File: src/rtl/dict_fifo_pkg.sv
// Shared helpers for the multi-lane dictionary FIFO: lane-offset type,
// pointer/count width helpers and the lane popcount.
package dict_fifo_pkg;

  localparam int MAX_LANES  = 4;
  localparam int LANE_OFF_W = 3;

  typedef logic [LANE_OFF_W-1:0] lane_off_t;

  function automatic int ptr_width(input int depth);
    return $clog2(depth);
  endfunction

  function automatic int cnt_width(input int depth);
    return $clog2(depth) + 1;
  endfunction

  function automatic lane_off_t popcount(input logic [MAX_LANES-1:0] v);
    lane_off_t c;
    c = '0;
    for (int i = 0; i < MAX_LANES; i++) begin
      c = c + lane_off_t'(v[i]);
    end
    return c;
  endfunction

endpackage

File: src/rtl/dict_lane_packer.sv
// Combinational lane packer: slot offset of each lane relative to the write
// pointer (enabled lanes below it) and the total number of enabled lanes.
module dict_lane_packer
  import dict_fifo_pkg::*;
#(
  parameter int LANES = 2
) (
  input  logic [LANES-1:0] wr_en,
  output lane_off_t        lane_off [LANES],
  output lane_off_t        total
);

  genvar gi;
  generate
    for (gi = 0; gi < LANES; gi++) begin : g_off
      logic [MAX_LANES-1:0] below;
      assign below        = MAX_LANES'(wr_en & LANES'((1 << gi) - 1));
      assign lane_off[gi] = popcount(below);
    end
  endgenerate

  assign total = popcount(MAX_LANES'(wr_en));

endmodule

File: src/rtl/dict_fifo_mw.sv
// Multi-lane write dictionary FIFO with overwrite-oldest behaviour and flush.
// Optional lookup engine enabled by defining DICT_FIFO_LOOKUP_EN.
module dict_fifo_mw
  import dict_fifo_pkg::*;
#(
  parameter int DATA_WIDTH = 32,
  parameter int DEPTH      = 16,
  parameter int LANES      = 2
) (
  input  logic                        i_clk,
  input  logic                        i_reset_n,
  input  logic [LANES-1:0]            i_wr_en,
  input  logic [LANES*DATA_WIDTH-1:0] i_wr_data,
  input  logic                        i_flush,
  output logic [DEPTH*DATA_WIDTH-1:0] o_dict,
  output logic [DEPTH-1:0]            o_valid,
  output logic [$clog2(DEPTH):0]      o_count,
  output logic                        o_full,
  output logic [$clog2(DEPTH)-1:0]    o_wr_ptr,
  input  logic                        i_lk_en,
  input  logic [DATA_WIDTH-1:0]       i_lk_data,
  output logic                        o_lk_valid,
  output logic                        o_lk_hit,
  output logic [DEPTH-1:0]            o_lk_mask
);

  localparam int PTR_W = ptr_width(DEPTH);
  localparam int CNT_W = cnt_width(DEPTH);

  logic [DATA_WIDTH-1:0] dict_reg  [DEPTH];
  logic [DATA_WIDTH-1:0] dict_next [DEPTH];
  logic [DEPTH-1:0]      valid_reg, valid_next;
  logic [CNT_W-1:0]      count_reg, count_next;
  logic [PTR_W-1:0]      wr_ptr_reg, wr_ptr_next;
  logic                  full_reg, full_next;
  logic [CNT_W:0]        count_sum;
  logic [PTR_W-1:0]      slot;

  logic [DATA_WIDTH-1:0] lane_data [LANES];
  lane_off_t             lane_off  [LANES];
  lane_off_t             total;

  dict_lane_packer #(.LANES(LANES)) u_packer (
    .wr_en    (i_wr_en),
    .lane_off (lane_off),
    .total    (total)
  );

  genvar gi;
  generate
    for (gi = 0; gi < LANES; gi++) begin : g_lane
      assign lane_data[gi] = i_wr_data[gi*DATA_WIDTH +: DATA_WIDTH];
    end
    for (gi = 0; gi < DEPTH; gi++) begin : g_dict
      assign o_dict[gi*DATA_WIDTH +: DATA_WIDTH] = dict_reg[gi];
    end
  endgenerate

  // Valid entries always form a contiguous run ending at the write pointer,
  // so the newly valid slots are simply the write total, capped at DEPTH.
  always_comb begin
    dict_next   = dict_reg;
    valid_next  = valid_reg;
    count_next  = count_reg;
    wr_ptr_next = wr_ptr_reg;
    count_sum   = '0;
    slot        = '0;
    if (i_flush) begin
      valid_next  = '0;
      count_next  = '0;
      wr_ptr_next = '0;
    end else if (|i_wr_en) begin
      for (int k = 0; k < LANES; k++) begin
        if (i_wr_en[k]) begin
          slot             = wr_ptr_reg + PTR_W'(lane_off[k]);
          dict_next[slot]  = lane_data[k];
          valid_next[slot] = 1'b1;
        end
      end
      wr_ptr_next = wr_ptr_reg + PTR_W'(total);
      count_sum   = (CNT_W+1)'(count_reg) + (CNT_W+1)'(total);
      count_next  = (count_sum >= (CNT_W+1)'(DEPTH)) ? CNT_W'(DEPTH)
                                                      : count_sum[CNT_W-1:0];
    end
    full_next = (count_next == CNT_W'(DEPTH));
  end

  always_ff @(posedge i_clk) begin
    if (!i_reset_n) begin
      for (int e = 0; e < DEPTH; e++) begin
        dict_reg[e] <= '0;
      end
      valid_reg  <= '0;
      count_reg  <= '0;
      wr_ptr_reg <= '0;
      full_reg   <= 1'b0;
    end else begin
      dict_reg   <= dict_next;
      valid_reg  <= valid_next;
      count_reg  <= count_next;
      wr_ptr_reg <= wr_ptr_next;
      full_reg   <= full_next;
    end
  end

  assign o_valid  = valid_reg;
  assign o_count  = count_reg;
  assign o_full   = full_reg;
  assign o_wr_ptr = wr_ptr_reg;

`ifdef DICT_FIFO_LOOKUP_EN
  logic [DEPTH-1:0] lk_mask_next, lk_mask_reg;
  logic             lk_valid_reg, lk_hit_reg;

  generate
    for (gi = 0; gi < DEPTH; gi++) begin : g_cmp
      assign lk_mask_next[gi] = valid_reg[gi] && (dict_reg[gi] == i_lk_data);
    end
  endgenerate

  // Lookup sees the pre-edge dictionary; results hold while i_lk_en is low.
  always_ff @(posedge i_clk) begin
    if (!i_reset_n) begin
      lk_valid_reg <= 1'b0;
      lk_hit_reg   <= 1'b0;
      lk_mask_reg  <= '0;
    end else begin
      lk_valid_reg <= i_lk_en;
      if (i_lk_en) begin
        lk_mask_reg <= lk_mask_next;
        lk_hit_reg  <= |lk_mask_next;
      end
    end
  end

  assign o_lk_valid = lk_valid_reg;
  assign o_lk_hit   = lk_hit_reg;
  assign o_lk_mask  = lk_mask_reg;
`else
  logic lk_unused;
  assign lk_unused  = ^{i_lk_en, i_lk_data};
  assign o_lk_valid = 1'b0;
  assign o_lk_hit   = 1'b0;
  assign o_lk_mask  = '0;
`endif

endmodule

File: config.mk
export PLATFORM = sky130hd
export DESIGN_NAME = dict_fifo_mw
export DESIGN_NICKNAME = d
export VERILOG_FILES = /design/src/rtl/dict_fifo_pkg.sv /design/src/rtl/dict_lane_packer.sv /design/src/rtl/dict_fifo_mw.sv
export SDC_FILE = /design/constraint.sdc
export NUM_CORES = 1
export LEC_CHECK = 0
export CAP_MARGIN = 40
export CORE_AREA = 2 2 259 261
export DETAILED_ROUTE_END_ITERATION = 10
export DIE_AREA = 0 0 261 263
export PLACE_DENSITY = 0.72
export SLEW_MARGIN = 20
export SYNTH_ARGS = -nofsm -noshare
export SYNTH_HDL_FRONTEND = slang
export SYNTH_SLANG_ARGS = --single-unit
export TNS_END_PERCENT = 20
File: constraint.sdc
create_clock -name i_clk -period 6.3 [get_ports i_clk]
set_input_delay 1.89 -clock i_clk [delete_from_list [all_inputs] [get_ports i_clk]]
set_output_delay 1.89 -clock i_clk [all_outputs]
set_load 0.05 [all_outputs]
Word level (Yosys, flattened, before mapping) --
Cells that the tools add are included.
Word-level totals: register bits after elaboration 538, word-level logic and storage cells 68
Operators by class: magnitude comparators 9, equality and inequality tests 1, reductions and logical operators 7, $add $sub $neg 4, bitwise logic cells 6, muxes and demuxes 21
Operators with widths (number):
- $mux W512 | 4
- $bwmux W512 | 2
- $demux W32 S4 | 2
- $mux W16 | 4
- $mux W32 | 2
- $or A16 B16 Y16 | 2
- $mux W5 | 3
- $ge A5 B5 Y1 const B | 2
- $lt A4 B5 Y1 const B | 2
- $lt A5 B1 Y1 const B | 2
- $not A4 Y5 | 2
- $demux W1 S4 | 2
- $ge A4 B1 Y1 const B | 2
- $add A5 B3 Y6 | 1
- $ge A6 B5 Y1 const B | 1
- $eq A5 B5 Y1 const B | 1
- $add A4 B1 Y4 | 1
- $add A4 B3 Y4 | 1
- $logic_and A1 B1 Y1 | 4
- $reduce_or A2 Y1 | 2
- $add A1 B1 Y2 | 1
- $mux W1 | 2
- $not A1 Y1 | 2
- $reduce_and A2 Y1 | 1

Longest topological paths before layout --
word-level depth 11, depth in mapped cells 10, gate-level depth less buffers 9

Cells and area by module --
From an unflattened synthesis, not the netlist that was laid out.
Unflattened totals: cells, all modules 3785, area total of the unflattened synthesis 31018.5 µm²
By module, submodules not included:
- dict_fifo_mw | cells each 3776, instances 1, area each 30949.7 µm²
- dict_lane_packer | cells each 9, instances 1, area each 68.8 µm²

Least setup slack after synthesis --
OpenSTA, ideal clock, no wires.
path type input-to-reg, start point input i_wr_en[0], end point register dict_reg (netlist bit o_dict[59]), path slack 2313 ps, required time 6181 ps, arrival 3868 ps, stages on the path 10, cell sequence ha_1 > ha_1 > and3b_1 > buf_6 > a32oi_1 > o21ai_2 > and2_1 > buf_2 > buf_2 > o221a_1
On the way: word-level cells in the longest chain between the ends 8, elaborated cells between the ends (all ways) 14, those cells by class add/sub (1); order compare (2); mux (7); bitwise (1); reduce/logical (3)
RTL lines:
- from (decl) | RTL line dict_fifo_mw.sv:12 | input logic [LANES-1:0] i_wr_en,
- $add A4 B1 Y4 | RTL line dict_fifo_mw.sv:75 | slot = wr_ptr_reg + PTR_W'(lane_off[k]);
- $not A4 Y5 (implied by the code) | RTL line dict_fifo_mw.sv:76 | dict_next[slot] = lane_data[k];
- $ge A5 B5 Y1 (implied by the code) / $lt A5 B1 Y1 (equally long branches) | RTL line dict_fifo_mw.sv:76
- $logic_and A1 B1 Y1 (implied by the code) | RTL line dict_fifo_mw.sv:76
- $mux W32 (implied by the code) | RTL line dict_fifo_mw.sv:76
- $demux W32 S4 | RTL line dict_fifo_mw.sv:76
- $bwmux W512 | RTL line dict_fifo_mw.sv:76
- $mux W512 | RTL line dict_fifo_mw.sv:74 | if (i_wr_en[k]) begin
- to (signal assigned) | RTL line dict_fifo_mw.sv:98 | dict_reg <= dict_next;
- to (decl) | RTL line dict_fifo_mw.sv:30 | logic [DATA_WIDTH-1:0] dict_reg [DEPTH];
Several ways; a longest one is shown, not always the timed one. The select of a mux whose other input is x is not followed. A chain may end at the register's enable or synchronous reset.

Worst setup path in the final report --
start point input i_wr_en[0], end point register dict_reg (netlist bit o_dict[282])
The elaborated chain is that of the path after synthesis.

==> metrics <==
status complete, no violations; largest net degree at the start of global routing 195; initial antenna violation count 7; CTS root buffer clkbuf_16; final period utilization 0.762; TritonCTS Buffers 58; commonest cells after routing, fill and taps aside 604 x clkdlybuf4s50_1, 537 x dfxtp_1, 462 x nand2_1, 241 x a21oi_1, 192 x a311oi_1; Mapped Area 26200 um2; Max Clk Rate 208 MHz; Max-slew headroom 0.284; WL met2 56500 um; fin area 35100 um2; post-synthesis mux area share 0.00153; core area 65600 um2; pre-CTS setup slack 0.926 ns; Post-Synth XOR/XNOR Area 0.00134; largest area contributor in the netlist dfxtp_1; clock slew at reported path FFs 0.07 ns; main combinational cell family by area after synthesis compound AO/OA/AOI/OAI gates; Max FO, Critical Path 56; PostCTS Resize Cnt 0; Routed WL 131000 um; share of post-route cells with drive strength above 1 0.0903; register area share after synthesis 0.411; total chip power 8260 uW; CP Class input pin to flip-flop; DR vias/cell 6.61; crit path time final 4.80 ns; dpl cells 4330; via count 29387; post-synthesis simple-gate area fraction 0.203; clk_skew 0.0226 ns; TritonCTS clock tree done; DRT Pass-1 Iters 7; port bufs 606; Top Layer Used met5; Post-Syn Instances 3146; WL met1 47600 um; post-synthesis adder-cell area fraction 0.00430; Max VDD drop 0.211 mV; Synth Warn # 0; first-pass GRT wire length 188000 um; IO Pins 658; Max stage delay cell, worst path and3_2; hold buffers post-CTS 0; P&R area growth vs syn 34.2%; Lkg Pwr 0.0127 uW; Req. time, crit path 6.82 ns; setup bufs post-CTS 0; PD cells 235 nW/um2; nets 3641; worst hold path class flip-flop to flip-flop; final setup fails 0; Compound-Gate Fraction of Synth Area 0.302; Post-synth EDFFs 0; die area 68600 um2; top cell type's share of synthesized area 0.411; cell chain of the critical path clkdlybuf4s50_1, buf_4, ha_1, ha_1, nor3b_4, buf_4, and3_2, o221ai_1, o211a_1; worst path arrival time 5.32 ns; met3 wire len 19000 um; H-tree depth 2; die width 261 um; die height 263 um; Synth Register Bits 538; final worst slack 1.50 ns; top post-synthesis cells by area dfxtp_1 41%, nand2_1 6.6%, a311oi_1 6.4%, o221a_1 6.1%, a21oi_1 4.6%; Critical Path Source Type input pin; GPL Wtd Cong 0.896; worst slew pin tran 1.07 ns; Post-DP Area 33000 um2; Initial Utilization 0.399; crit-path max cell delay 0.83 ns; worst skew pair latency 0.63 ns; commonest non-fill, non-tap cell in the layout clkdlybuf4s50_1; Fin. Hold Viols 0; Pins Over Slew Limit 0; RSZ-0062 raised after global routing false; total gr overflow 0; critical path capture point type flip-flop; Setup Total Neg Slack 0 ns; Max-cap violations 0; 1st-iter DRT viols 4570; Most used DFF post-synth dfxtp_1; Post-DRT Antenna Nets 0; GR Util All Layers 0.362; synthesized area per cell 8.32 um2; HPWL after DPL 84700 um; CTS sink count 538; fraction of registers with async set/reset 0; Routed wire per std cell 29.5 um; Rows 94; vias in the first global route 27075; clock buffer depth 3; fin cells 4443; post-synth cell types 71; DRC 0
[state kept, by name (all words and copies together) (netlist names)]
signal,count
o_full,1
o_dict,512
o_wr_ptr,4
o_valid,16
o_count,5
[Yosys cell counts (4+ instances only)]
library cell and count:
buf_2 107, nand4_1 67, mux2i_1 4, clkbuf_1 276, buf_1 24, o211a_1 66, and3_1 23, a21oi_2 10
nor2_1 183, a21oi_1 243, nor2b_1 67, a311oi_1 192, or2_1 4, dfxtp_1 538, nand2_1 463, nand3b_1 6
o21a_1 14, ha_1 9, a41oi_1 52, a221oi_1 47, nor4_1 51, a22oi_1 17, o221ai_1 11, nand2b_1 8
buf_4 36, a211oi_1 49, nand3_1 75, o21ai_0 61, a21o_1 5, o21ai_1 33, a2111oi_2 15, and2_1 7
nor3_1 165, o21ai_2 8, inv_1 7, o22ai_2 4, nor3_2 6, o221a_1 141
[final timing paths]
kind	from	end	slack, ns	depth (start not counted)
worst max register to register	o_wr_ptr[0]	o_dict[282]	2.39	7
worst min register to register	o_valid[4]	o_valid[4]	0.45	2
worst max-delay path	i_wr_en[0]	o_dict[282]	1.50	9
worst min-delay path	o_valid[4]	o_valid[4]	0.45	2
[power breakdown]
part	switching (uW)	total [uW]	internal [uW]	leakage, uW
sequential	38.3	3490	3450	0.00434
clock	1510	3710	2200	0.00100
combinational	766	1060	292	0.00732
[through the flow]
stage | utilization | hold slack [ns]
floorplan | - | 0.664
global placement | 0.495 | 0.439
detailed placement | 0.503 | 0.446
CTS | 0.534 | 0.454
global route | 0.535 | 0.474
finish | 0.535 | 0.450
[cells by family after synthesis]
family,Yosys count
flip-flops,538
adder cells (fa/ha/maj),9
buffers and inverters,455
other,1
multiplexers,4
AND/OR/NAND/NOR,1143
AO/OA/AOI/OAI,992
XOR/XNOR,4
[critical path, delay by kind of cell]
kind	cells	cell delay [ns]
compound gates	2	0.45
fa+ha+maj	2	0.70
buf+inv	3	1.20
simple gates	2	1.06
[routing by layer]
layer | vias up | GRT usage
met2 | 2405 | 0.547
met3 | 541 | 0.116
met4 | 6 | 0.183
li1 | 12504 | -
met1 | 13931 | 0.462
met5 | - | 0
[cell type report]
class | instances | area, um2
fill | 6034 | 30500
multi-input combinational | 2170 | 13600
sequential | 538 | 10800
timing repair buffer | 753 | 7570
clock buffer | 90 | 1770
tap | 864 | 1080
clock inverter | 18 | 275
inverter | 9 | 38.8
antenna | 1 | 2.50
Note: power is estimated with default switching activity, not from simulation.
